===== src/rtl/seq_tx_pkg.sv =====
// Shared types and payload tables for the seq_tx serial stimulus transmitter.
package seq_tx_pkg;

    typedef enum logic [1:0] {
        CmdIdle  = 2'b00,
        CmdPulse = 2'b01,
        CmdLock  = 2'b10,
        CmdClear = 2'b11
    } cmd_e;

    typedef enum logic [1:0] {
        StIdle,
        StSend,
        StGap
    } state_e;

    localparam int unsigned PAYLOAD_SLOTS = 3;

    // Serial bit driven on x for a given command and payload slot (0..2).
    function automatic logic payload_bit(cmd_e cmd, logic [1:0] slot);
        logic bit_v;
        bit_v = 1'b0;
        unique case (cmd)
            CmdPulse: bit_v = (slot == 2'd0) || (slot == 2'd1);
            CmdLock:  bit_v = (slot == 2'd0);
            CmdIdle:  bit_v = 1'b0;
            CmdClear: bit_v = 1'b0;
            default:  bit_v = 1'b0;
        endcase
        return bit_v;
    endfunction

    // Detector response {a,b} expected at the slot-2 strobe.
    function automatic logic [1:0] expected_ab(cmd_e cmd);
        logic [1:0] ab;
        ab = 2'b00;
        unique case (cmd)
            CmdPulse: ab = 2'b01;
            CmdLock:  ab = 2'b10;
            CmdIdle:  ab = 2'b00;
            CmdClear: ab = 2'b00;
            default:  ab = 2'b00;
        endcase
        return ab;
    endfunction

endpackage


===== src/rtl/seq_tx_bit_timer.sv =====
// Per-slot cycle counter; stb marks the last cycle of each bit slot.
module seq_tx_bit_timer #(
    parameter int unsigned BIT_CYCLES = 4
) (
    input  logic clk,
    input  logic rst,
    input  logic en,
    input  logic clr,
    output logic stb
);

    localparam int unsigned CW = (BIT_CYCLES > 1) ? $clog2(BIT_CYCLES) : 1;
    localparam logic [CW-1:0] LAST = CW'(BIT_CYCLES - 1);

    logic [CW-1:0] cnt_q, cnt_d;

    assign stb = en && (cnt_q == LAST);

    always_comb begin
        cnt_d = cnt_q;
        if (clr) begin
            cnt_d = '0;
        end else if (en) begin
            cnt_d = (cnt_q == LAST) ? '0 : cnt_q + CW'(1);
        end
    end

    always_ff @(posedge clk) begin
        if (rst) begin
            cnt_q <= '0;
        end else begin
            cnt_q <= cnt_d;
        end
    end

endmodule


===== src/rtl/seq_tx.sv =====
// Serial stimulus transmitter: 3-slot payload + zero gap per command.
// Define SEQ_TX_CHECK_EN to enable the sticky detector-response checker (err).
module seq_tx
    import seq_tx_pkg::*;
#(
    parameter int unsigned BIT_CYCLES = 4,
    parameter int unsigned GAP_BITS   = 2
) (
    input  logic       clk,
    input  logic       rst,
    input  logic       cmd_valid,
    input  logic [1:0] cmd_code,
    output logic       cmd_ready,
    output logic       x,
    output logic       x_stb,
    output logic       rx_rst,
    output logic       busy,
    output logic       done,
    input  logic       a_in,
    input  logic       b_in,
    output logic       err
);

    localparam int unsigned SLOT_MAX = (GAP_BITS > PAYLOAD_SLOTS) ? GAP_BITS : PAYLOAD_SLOTS;
    localparam int unsigned SW = $clog2(SLOT_MAX);
    localparam logic [SW-1:0] LAST_PAYLOAD = SW'(PAYLOAD_SLOTS - 1);
    localparam logic [SW-1:0] LAST_GAP = SW'(GAP_BITS - 1);

    state_e        state_q, state_d;
    logic [SW-1:0] slot_q, slot_d, slot_inc;
    cmd_e          cmd_q, cmd_d;
    logic          x_q, x_d;
    logic          rx_rst_q, rx_rst_d;
    logic          stb;
    logic          accept;

    seq_tx_bit_timer #(
        .BIT_CYCLES(BIT_CYCLES)
    ) u_bit_timer (
        .clk(clk),
        .rst(rst),
        .en (busy),
        .clr(!busy),
        .stb(stb)
    );

    assign busy      = (state_q != StIdle);
    assign cmd_ready = (state_q == StIdle) && !rst;
    assign accept    = cmd_valid && cmd_ready;
    assign slot_inc  = slot_q + SW'(1);
    assign x         = x_q;
    assign rx_rst    = rx_rst_q;
    assign x_stb     = stb;
    assign done      = stb && (state_q == StGap) && (slot_q == LAST_GAP);

    // x and rx_rst are loaded one cycle ahead so they change only on slot boundaries.
    always_comb begin
        state_d  = state_q;
        slot_d   = slot_q;
        cmd_d    = cmd_q;
        x_d      = x_q;
        rx_rst_d = rx_rst_q;
        unique case (state_q)
            StIdle: begin
                if (accept) begin
                    state_d  = StSend;
                    slot_d   = '0;
                    cmd_d    = cmd_e'(cmd_code);
                    x_d      = payload_bit(cmd_e'(cmd_code), 2'd0);
                    rx_rst_d = (cmd_e'(cmd_code) == CmdClear);
                end
            end
            StSend: begin
                if (stb) begin
                    rx_rst_d = 1'b0;
                    if (slot_q == LAST_PAYLOAD) begin
                        state_d = StGap;
                        slot_d  = '0;
                        x_d     = 1'b0;
                    end else begin
                        slot_d = slot_inc;
                        x_d    = payload_bit(cmd_q, 2'(slot_inc));
                    end
                end
            end
            StGap: begin
                if (stb) begin
                    if (slot_q == LAST_GAP) begin
                        state_d = StIdle;
                        slot_d  = '0;
                    end else begin
                        slot_d = slot_inc;
                    end
                end
            end
            default: begin
                state_d  = StIdle;
                slot_d   = '0;
                x_d      = 1'b0;
                rx_rst_d = 1'b0;
            end
        endcase
    end

    always_ff @(posedge clk) begin
        if (rst) begin
            state_q  <= StIdle;
            slot_q   <= '0;
            cmd_q    <= CmdIdle;
            x_q      <= 1'b0;
            rx_rst_q <= 1'b0;
        end else begin
            state_q  <= state_d;
            slot_q   <= slot_d;
            cmd_q    <= cmd_d;
            x_q      <= x_d;
            rx_rst_q <= rx_rst_d;
        end
    end

`ifdef SEQ_TX_CHECK_EN
    logic err_q, err_d;

    always_comb begin
        err_d = err_q;
        if ((state_q == StSend) && stb && (slot_q == LAST_PAYLOAD)
            && ({a_in, b_in} != expected_ab(cmd_q))) begin
            err_d = 1'b1;
        end
    end

    always_ff @(posedge clk) begin
        if (rst) begin
            err_q <= 1'b0;
        end else begin
            err_q <= err_d;
        end
    end

    assign err = err_q;
`else
    logic unused_ab;
    assign unused_ab = a_in ^ b_in;
    assign err       = 1'b0;
`endif

endmodule


===== config.mk =====
export PLATFORM = sky130hd
export DESIGN_NAME = seq_tx
export DESIGN_NICKNAME = d
export VERILOG_FILES = /design/src/rtl/seq_tx_pkg.sv /design/src/rtl/seq_tx_bit_timer.sv /design/src/rtl/seq_tx.sv
export SDC_FILE = /design/constraint.sdc
export NUM_CORES = 1
export LEC_CHECK = 0
export CORE_MARGIN = 8
export CORE_UTILIZATION = 44
export DETAILED_ROUTE_END_ITERATION = 6
export GPL_TIMING_DRIVEN = 0
export PLACE_DENSITY = 0.72
export SLEW_MARGIN = 40
export SYNTH_ARGS = -nofsm -noshare
export SYNTH_HDL_FRONTEND = slang
export SYNTH_SLANG_ARGS = --single-unit

===== constraint.sdc =====
create_clock -name clk -period 1.51 [get_ports clk]
set_input_delay 0.302 -clock clk [delete_from_list [all_inputs] [get_ports clk]]
set_output_delay 0.302 -clock clk [all_outputs]
set_load 0.01 [all_outputs]

==> results of run 1 <==
sequential cells by signal, indices dropped and copies added (netlist names):
| name | count |
|---|---|
| cmd_q | 2 |
| rx_rst | 1 |
| slot_q | 2 |
| state_q | 2 |
| u_bit_timer.cnt_q | 2 |
| x | 1 |
worst max-delay path: stages, from the launching register on:
cell and delay, ns:
sky130_fd_sc_hd__dfxtp_4 0.37, sky130_fd_sc_hd__inv_4 0.04, sky130_fd_sc_hd__ha_4 0.16, sky130_fd_sc_hd__nand2b_4 0.15, sky130_fd_sc_hd__inv_4 0.05, sky130_fd_sc_hd__and3_1 0.14
sky130_fd_sc_hd__buf_2 0.13
logic make-up after synthesis:
group           count (synthesis)  synth area share [%]
compound gates                 21                  23.5
flops                          10                  28.1
buf+inv                        13                  9.67
mux                             1                  1.41
simple gates                   22                  17.4
fa+ha+maj                      11                  19.3
other cells                     1                 0.527
routing by layer:
layer | global-route usage (%) | vias up | routed length (um) | share of wire (%)
li1 | - | 328 | - | -
met1 | 9.90 | 324 | 750 | 42
met2 | 18.4 | 8 | 926 | 52
met3 | 5.48 | 5 | 86 | 4.8
met4 | 5.50 | 0 | 27 | 1.5
met5 | 0 | - | 0 | 0
cells in the mapped netlist, types with 2 or more instances:
cell | instances | area [um2]
sky130_fd_sc_hd__a21oi_1 | 3 | 15.0
sky130_fd_sc_hd__a31oi_1 | 2 | 12.5
sky130_fd_sc_hd__buf_6 | 2 | 22.5
sky130_fd_sc_hd__dfxtp_1 | 10 | 200
sky130_fd_sc_hd__ha_1 | 11 | 138
sky130_fd_sc_hd__inv_1 | 7 | 26.3
sky130_fd_sc_hd__inv_2 | 2 | 7.51
sky130_fd_sc_hd__nand2_1 | 6 | 22.5
sky130_fd_sc_hd__nand2b_1 | 2 | 12.5
sky130_fd_sc_hd__nand3_1 | 4 | 20.0
sky130_fd_sc_hd__nor2_1 | 2 | 7.51
sky130_fd_sc_hd__o2111ai_1 | 2 | 17.5
sky130_fd_sc_hd__o21ai_0 | 3 | 15.0
sky130_fd_sc_hd__o41ai_1 | 2 | 17.5
stage by stage:
step	total power [W]	util (%)	hold slack (ns)	instance area, um2	instances
after floorplan	0.000625	-	0.405	712	79
after global placement	0.000741	54.6	0.416	822	104
after detailed placement	0.000749	54.6	0.434	822	104
after CTS	0.00104	62.3	0.248	938	115
after global routing	0.00116	65.9	0.262	992	117
final	0.00109	65.9	0.255	992	117
worst min-delay path by stage:
stage / end / slack (ns) / startpoint
after floorplan: u_bit_timer.cnt_q[0] / 0.40 / u_bit_timer.cnt_q[0]
after global placement: u_bit_timer.cnt_q[0] / 0.42 / u_bit_timer.cnt_q[0]
after detailed placement: u_bit_timer.cnt_q[0] / 0.43 / u_bit_timer.cnt_q[0]
after CTS: u_bit_timer.cnt_q[0] / 0.25 / rst
after global routing: u_bit_timer.cnt_q[1] / 0.26 / rst
final: u_bit_timer.cnt_q[0] / 0.25 / rst
power breakdown:
| group | internal, W | switching, W | total, W | leakage (nW) |
|---|---|---|---|---|
| sequential | 0.000301 | 0.0000271 | 0.000329 | 0.0840 |
| clock | 0.0000921 | 0.0000911 | 0.000183 | 0.0138 |
| combinational | 0.000302 | 0.000272 | 0.000574 | 0.339 |
| total | 0.000695 | 0.000390 | 0.00109 | 0.436 |
cell type report:
type	count	area (um2)	share of cell area, %
sequential	10	210	21.2
inverter	9	41.3	4.16
buffer	3	30.0	3.03
multi-input combinational	56	508	51.2
clock buffer	3	22.5	2.27
tap	16	20.0	2.02
timing repair buffer	20	160	16.1
what timing repair did:
item	4_1_cts	5_1_grt
buffers inserted	9	2
gates resized for setup	28	10
pin swaps	3	6
endpoints found under the hold margin	0	0
setup endpoints to repair	9	9
==> impl_summary.txt, run 1 <==
----------------------------------------------------
[Timing]
  Total Negative Setup Slacks ... -0.229 ns
  Pins over their slew limit ... 0
  Layout Skew ... 0.00879 ns
  Slack of the critical path ... -0.114 ns
  Max Clock Freq ... 616 MHz
  Period utilisation layout ... 108%
  Setup Viol. Count Final ... 4
  RSZ-0062 raised after global routing ... yes
  Hold violation count in the final report ... 0
  Post-route minimum period ... 1.62 ns

[Setup path]
  Worst Reg2Reg Path Length in Cells ... 7
  Worst reg2reg path startpoint ... state_q[1]
  Startpoint types ... register
  Category of the worst setup path capture point ... primary output
  Setup slack of the worst register-to-register path ... -0.02 ns
  Crit path max fanout ... 3
  Endpoint of the worst setup timing path ... done
  R2r endpoint ... state_q[0]
  Required time at the worst-slack endpoint ... 1.21 ns
  Critical Path Start ... state_q[1]
  Arrival time of the worst setup path ... 1.32 ns
  Classification of the worst setup path ... reg -> out

[Clock tree]
  Worst skew pair latency ... 0.27 ns
  Clock sink count ... 10
  Maximum level of the CTS H-tree ... 1
  Number of clock buffers inserted by TritonCTS ... 3
  Worst-path clk slew ... 0.07 ns
  Root Buffer ... sky130_fd_sc_hd__clkbuf_4
  Hold Buf Count CTS ... 0
  Maximum count of clock buffers along a single path ... 2
  TritonCTS clock tree ... done

[Outcome]
  Result of the run ... finished with violations
  Violated checks ... negative setup slack

[Yosys]
  Sequential share of the synthesized area ... 28.1%
  Flip-flop cell with the highest count after synthesis ... sky130_fd_sc_hd__dfxtp_1
  Net Count, Synth ... 97
  Proportion of synthesized flip-flops having asynchronous set or reset ... 0%
  EDFF count, synth ... 0
  Synth Register Bits ... 10
  Number of instances in the synthesized netlist ... 79
  Post-synthesis instance area ... 712 um2
  Per-instance average area after synthesis ... 9.01 um2
  Syn. warnings ... 0
  Count of cell types in the netlist ... 35

[Routing]
  Routed via count divided by cell count ... 5.68
  Routed length per placed instance ... 15.3 um
  Vias after detailed routing ... 665
  DRC errors left ... 0
  First-pass DRT Iterations ... 2
  Post-route ant nets ... 0
  Number of DRC markers in iteration 0 ... 1
  Total wire length after detailed routing ... 1790 um

[Global routing]
  First-pass GRT wire length ... 2760 um
  Maximum number of pins on one net before global-route repair ... 11
  Total routing resource utilization after global routing ... 10.6%
  Antenna violations before repair ... 0
  Vias in the first global route ... 671
  Grt ovf ... 0

[Die]
  Initial cell density of the core ... 47.3%
  Placeable Area ... 1510 um2
  Width of the die ... 56.2 um
  Vertical die dimension ... 56.2 um
  Total number of placement rows ... 14
  Die area ... 3160 um2
  I/O pin count ... 14

[Pwr]
  Total leakage power ... 0.436 nW
  Max rail drop VDD ... 0.689 mV
  Pwr/cell area ... 1090 nW/um2

[Hold path]
  Class of the tightest hold or removal check ... in -> reg
  Worst hold path depth ... 2

[Run]
  Maxcap violations ... 0

[Placed design]
  Placer Congestion ... 0.755
  Post-detail-place hpwl ... 1140 um
  Worst setup timing slack at the placement stage ... -0.523 ns
  Number of I/O port buffers ... 9

[Cells and area]
  Nets ... 121
  Number of inserted diodes ... 0
  Commonest non-fill, non-tap cell in the layout ... sky130_fd_sc_hd__buf_4
  Area growth from synthesis to final layout ... 39.4%
  Number of fill cells in the layout ... 122
  Commonest cells after routing, fill and taps aside ... sky130_fd_sc_hd__buf_4 (11), sky130_fd_sc_hd__nand2_1 (6), sky130_fd_sc_hd__ha_1 (6), sky130_fd_sc_hd__dfxtp_1 (6), sky130_fd_sc_hd__clkdlybuf4s50_1 (5)
  Proportion of layout cells with a drive suffix above 1 ... 44.6%

----------------------------------------------------
Power figures use the tool's default switching activity.
==> run 2: changes to the inputs <==
Settings changed: CORE_MARGIN 8 to 2.
==> impl_summary.txt, run 2 (synthesized netlist as in run 1, its figures left out) <==
----------------------------------------------------
[Outcome]
  Result of the run ... finished with violations
  Violated checks ... negative setup slack

[Global routing]
  Vias in the first global route ... 597
  Maximum number of pins on one net before global-route repair ... 11
  Grt ovf ... 0
  First-pass GRT wire length ... 2680 um
  Antenna violations before repair ... 0
  Total routing resource utilization after global routing ... 18.4%

[Pwr]
  Pwr/cell area ... 1210 nW/um2
  Max rail drop VDD ... 0.723 mV
  Total power consumption of the routed design ... 0.00129 W
  Total leakage power ... 0.474 nW

[Setup path]
  Endpoint of the worst setup timing path ... done
  Slowest cell on the critical path ... sky130_fd_sc_hd__dfxtp_2
  Classification of the worst setup path ... reg -> out
  Critical Path Start ... state_q[0]
  Worst path cell trace ... inv_4, ha_4, nand2b_4, inv_4, and3_1, buf_2
  Sum of buffers and inverters on the critical path ... 3
  Family with the most delay on the worst path ... flip-flops
  CP Depth ... 6
  Category of the worst setup path capture point ... primary output
  Most numerous cell on the critical path ... sky130_fd_sc_hd__inv_4
  Longest individual stage delay on the worst path ... 0.36 ns
  R2r endpoint ... rx_rst
  Worst Reg2Reg Path Length in Cells ... 8
  Arrival time of the worst setup path ... 1.28 ns
  Required time at the worst-slack endpoint ... 1.21 ns
  Worst reg2reg path startpoint ... state_q[0]
  Startpoint types ... register
  Setup slack of the worst register-to-register path ... -0.06 ns
  Crit path max fanout ... 3

[Cells and area]
  Commonest non-fill, non-tap cell in the layout ... sky130_fd_sc_hd__buf_4
  Area growth from synthesis to final layout ... 49.7%
  Nets ... 125
  Proportion of layout cells with a drive suffix above 1 ... 46.2%
  Post-layout instance count excluding filler cells ... 122
  Number of inserted diodes ... 0
  Commonest cells after routing, fill and taps aside ... sky130_fd_sc_hd__buf_4 (14), sky130_fd_sc_hd__ha_1 (7), sky130_fd_sc_hd__nand2_1 (6), sky130_fd_sc_hd__dfxtp_1 (6)

[Routing]
  Total wire length after detailed routing ... 1690 um
  Top layer in use ... met4
  Routed metal-1 wirelength ... 774 um
  Post-route ant nets ... 0
  Wire length on met3 ... 55 um
  Vias after detailed routing ... 674
  Routed via count divided by cell count ... 5.52
  Routed length per placed instance ... 13.9 um
  Number of DRC markers in iteration 0 ... 11
  Routed length on met2 ... 843 um
  First-pass DRT Iterations ... 4
  DRC errors left ... 0

[Clock tree]
  Worst-path clk slew ... 0.07 ns
  Number of clock buffers inserted by TritonCTS ... 3
  Root Buffer ... sky130_fd_sc_hd__clkbuf_4
  Maximum count of clock buffers along a single path ... 2
  Hold Buf Count CTS ... 0
  TritonCTS clock tree ... done
  Maximum level of the CTS H-tree ... 1
  Clock sink count ... 10
  Worst skew pair latency ... 0.27 ns

[Placed design]
  Number of I/O port buffers ... 9
  Worst setup timing slack at the placement stage ... -0.479 ns
  Post-detail-place hpwl ... 1020 um
  Placer Congestion ... 0.747
  # placed instances ... 104

[Run]
  Maxcap violations ... 0

[Timing]
  Period utilisation layout ... 105%
  Max Clock Freq ... 632 MHz
  Setup Viol. Count Final ... 3
  Layout Skew ... 0.000707 ns
  RSZ-0062 raised after global routing ... yes
  Hold violation count in the final report ... 0
  Post-route minimum period ... 1.58 ns
  Pins over their slew limit ... 0
  Min Hold Slack ... 0.237 ns
  Slack of the critical path ... -0.0728 ns

[Hold path]
  Class of the tightest hold or removal check ... in -> reg

[Die]
  Width of the die ... 44.2 um
  Vertical die dimension ... 44.2 um
  I/O pin count ... 14
  Initial cell density of the core ... 47.3%
  Total number of placement rows ... 14
  Placeable Area ... 1510 um2
  Die area ... 1960 um2

----------------------------------------------------
run 2: worst min path at each step:
stage,startpoint,end,slack [ns],cells past startpoint
after CTS,rst,cmd_q[1],0.24,2
after floorplan,u_bit_timer.cnt_q[0],u_bit_timer.cnt_q[0],0.40,1
after detailed placement,u_bit_timer.cnt_q[0],u_bit_timer.cnt_q[0],0.43,1
after global routing,rst,cmd_q[1],0.26,2
after global placement,u_bit_timer.cnt_q[0],u_bit_timer.cnt_q[0],0.42,1
final,rst,cmd_q[1],0.24,2
run 2: metrics by stage:
| step | cell area, um2 | TNS, ns | util (%) |
|---|---|---|---|
| finish | 1070 | -0.131 | 70.8 |
| global placement | 822 | -1.66 | 54.6 |
| floorplan | 712 | 0 | - |
| global route | 1070 | -0.365 | 70.8 |
| detailed placement | 822 | -1.77 | 54.6 |
| CTS | 952 | -0.0665 | 63.2 |
run 2: routing by layer:
layer / up-vias / GRT usage (%)
met5: - / 0
met4: 0 / 7.27
met3: 2 / 2.45
met2: 13 / 30.0
met1: 322 / 24.5
li1: 337 / -
run 2: timing repair:
action,4_1_cts,5_1_grt
setup buffers,9,6
gates resized for setup,33,9
pin swaps,3,2
endpoints found under the hold margin,0,0
setup endpoints to repair,9,8
run 2: final cells by class:
type | instances | area, um2
Multi-Input combinational cell | 56 | 529
Tap cell | 16 | 20.0
Fill cell | 113 | 440
Buffer | 3 | 30.0
Sequential cell | 10 | 208
Timing Repair Buffer | 24 | 199
Clock buffer | 4 | 36.3
Inverter | 9 | 43.8
run 2: power breakdown:
part	total [W]	internal (W)	switching (W)	leakage [nW]
clock network	0.000254	0.000147	0.000107	0.0210
registers	0.000329	0.000302	0.0000272	0.0837
logic	0.000711	0.000394	0.000317	0.369
==> run 3: changes to the inputs <==
Settings changed: ABC_AREA set to 1, PLACE_DENSITY 0.72 to 0.73.
==> impl_summary.txt, run 3 <==
----------------------------------------------------
[Setup path]
  Crit path max fanout ... 4
  Worst Reg2Reg Path Length in Cells ... 11
  Category of the worst setup path capture point ... primary output
  R2r endpoint ... slot_q[0]
  Setup slack of the worst register-to-register path ... 0.10 ns
  Startpoint types ... register
  Arrival time of the worst setup path ... 1.20 ns
  Worst reg2reg path startpoint ... state_q[0]
  Required time at the worst-slack endpoint ... 1.21 ns
  Classification of the worst setup path ... reg -> out

[Routing]
  Total wire length after detailed routing ... 1310 um
  Routed via count divided by cell count ... 4.83
  Vias after detailed routing ... 613
  DRC errors left ... 0
  Number of DRC markers in iteration 0 ... 13
  Post-route ant nets ... 0
  First-pass DRT Iterations ... 4
  Routed length per placed instance ... 10.3 um

[Cells and area]
  Nets ... 130
  Number of fill cells in the layout ... 129
  Proportion of layout cells with a drive suffix above 1 ... 30.6%
  Sequential cell area ... 204 um2
  Final Core Density ... 60.0%
  Number of inserted diodes ... 0
  Area growth from synthesis to final layout ... 29.6%
  Commonest cells after routing, fill and taps aside ... sky130_fd_sc_hd__nand2_1 (20), sky130_fd_sc_hd__nor2_1 (12), sky130_fd_sc_hd__inv_1 (11), sky130_fd_sc_hd__ha_1 (8), sky130_fd_sc_hd__dfxtp_1 (7)
  Commonest non-fill, non-tap cell in the layout ... sky130_fd_sc_hd__nand2_1
  Area taken by multi-input logic gates ... 435 um2

[Die]
  Placeable Area ... 1490 um2
  Total number of placement rows ... 14
  Die area ... 1900 um2
  Initial cell density of the core ... 46.3%
  I/O pin count ... 14
  Width of the die ... 43.6 um
  Vertical die dimension ... 43.6 um

[Clock tree]
  Worst-path clk slew ... 0.07 ns
  Maximum count of clock buffers along a single path ... 2
  Maximum level of the CTS H-tree ... 1
  Hold Buf Count CTS ... 0
  Worst skew pair latency ... 0.26 ns
  Number of clock buffers inserted by TritonCTS ... 3
  Clock sink count ... 10
  Root Buffer ... sky130_fd_sc_hd__clkbuf_4
  TritonCTS clock tree ... done

[Pwr]
  Pwr/cell area ... 1680 nW/um2
  Max rail drop VDD ... 0.936 mV
  Total leakage power ... 0.450 nW

[Yosys]
  EDFF count, synth ... 0
  Syn. warnings ... 0
  Area fraction in compound gates after synthesis ... 11.1%
  Cell with the most instances after synthesis ... sky130_fd_sc_hd__nand2_1
  Simple logic cell fraction of the synthesized area ... 26.9%
  Per-instance average area after synthesis ... 7.33 um2
  Dominant combinational cell family by area after synthesis ... simple AND/OR/NAND/NOR gates
  Number of instances in the synthesized netlist ... 94
  Area share of xor/xnor cells in the synthesized design ... 0%
  Net Count, Synth ... 112
  Multiplexer fraction of the synthesized cell area ... 0%
  Fraction of synthesized cell area taken by the top area cell type ... 29.0%
  Arithmetic-cell share of the synthesized area counting full adders, half adders and majority gates ... 20.0%
  Flip-flop cell with the highest count after synthesis ... sky130_fd_sc_hd__dfxtp_1
  Synth Register Bits ... 10
  Leading cell types by total area after synthesis ... sky130_fd_sc_hd__dfxtp_1 (29%), sky130_fd_sc_hd__ha_1 (20%), sky130_fd_sc_hd__nand2_1 (11%)
  Post-synthesis instance area ... 689 um2
  Sequential share of the synthesized area ... 29.0%
  Commonest cells in the netlist ... sky130_fd_sc_hd__nand2_1 (20), sky130_fd_sc_hd__inv_1 (15), sky130_fd_sc_hd__nor2_1 (12)
  Largest area contributor in the netlist ... sky130_fd_sc_hd__dfxtp_1
  Count of cell types in the netlist ... 21
  Proportion of synthesized flip-flops having asynchronous set or reset ... 0%

[Timing]
  Max Clock Freq ... 665 MHz
  Slack of the critical path ... 0.00533 ns
  Layout Skew ... 0.0113 ns
  Hold violation count in the final report ... 0
  Post-route minimum period ... 1.50 ns
  RSZ-0062 raised after global routing ... yes
  Period utilisation layout ... 99.6%
  Setup Viol. Count Final ... 0
  Pins over their slew limit ... 0

[Hold path]
  Min-Delay Endpoint ... rx_rst
  Worst hold path depth ... 2
  Class of the tightest hold or removal check ... in -> reg
  Beginning of the worst hold path ... rst

[Global routing]
  First-pass GRT wire length ... 2150 um
  Maximum number of pins on one net before global-route repair ... 9
  Antenna violations before repair ... 0
  Vias in the first global route ... 570
  Total routing resource utilization after global routing ... 14.9%
  Grt ovf ... 0

[Run]
  Maxcap violations ... 0

[Placed design]
  Worst setup timing slack at the placement stage ... -0.384 ns
  Number of I/O port buffers ... 9
  Placer Congestion ... 0.741
  Post-detail-place hpwl ... 975 um

[Outcome]
  Result of the run ... finished, final reports clean

----------------------------------------------------
run 3: final cells by class:
type | instances | area share (%)
Inverter | 18 | 8.40
Buffer | 2 | 2.10
Timing Repair Buffer | 13 | 11.6
Multi-Input combinational cell | 64 | 48.7
Clock buffer | 4 | 4.06
Sequential cell | 10 | 22.8
Tap cell | 16 | 2.24
run 3: power by group:
group / switching [W] / internal [W]
Combinational: 0.000465 / 0.000360
Clock: 0.0000907 / 0.000146
Sequential: 0.0000747 / 0.000365
run 3: routing by layer:
layer	wire [um]	vias up	GRT usage [%]	share of wire, %
li1	-	322	-	-
met3	69	4	3.33	5.3
met4	15	0	7.27	1.1
met2	619	17	24.7	47
met1	600	270	17.9	46
met5	0	-	0	0
run 3: how the worst max path moves through the flow:
stage	from	to	slack, ns	cells past startpoint
after floorplan	state_q[0]	done	0.10	5
after global placement	state_q[0]	done	-0.37	6
final	state_q[0]	done	0.005	6
after global routing	state_q[0]	done	-0.06	6
after CTS	state_q[0]	done	-0.007	6
after detailed placement	state_q[0]	done	-0.38	6
run 3: stage by stage:
step | instances | setup TNS, ns | hold slack, ns | area [um2] | total power, W
after global placement | 119 | -1.00 | 0.406 | 800 | 0.00113
final | 127 | 0 | 0.227 | 893 | 0.00150
after floorplan | 94 | 0 | 0.397 | 689 | 0.000938
after global routing | 127 | -0.0694 | 0.235 | 893 | 0.00164
after CTS | 126 | -0.00661 | 0.227 | 887 | 0.00150
after detailed placement | 119 | -1.05 | 0.427 | 800 | 0.00115
run 3: cell families (layout without fill, tap and decap cells):
family | count (synthesis) | after routing
AND/OR/NAND/NOR | 39 | 39
flip-flops | 10 | 10
adder cells (fa/ha/maj) | 11 | 11
AO/OA/AOI/OAI | 13 | 13
buffers and inverters | 20 | 37
other | 1 | 1
run 3: timing repair:
action	CTS	global route
resized for setup	25	4
setup endpoints to repair	4	4
setup buffers	3	1
pin swaps	1	1
run 3: worst max-delay path, cell delays in order (launching register included):
cell and delay, ns:
sky130_fd_sc_hd__dfxtp_2 0.36, sky130_fd_sc_hd__inv_4 0.06, sky130_fd_sc_hd__ha_4 0.16, sky130_fd_sc_hd__inv_4 0.08
sky130_fd_sc_hd__nand2_4 0.06, sky130_fd_sc_hd__nor3_2 0.08, sky130_fd_sc_hd__buf_2 0.14
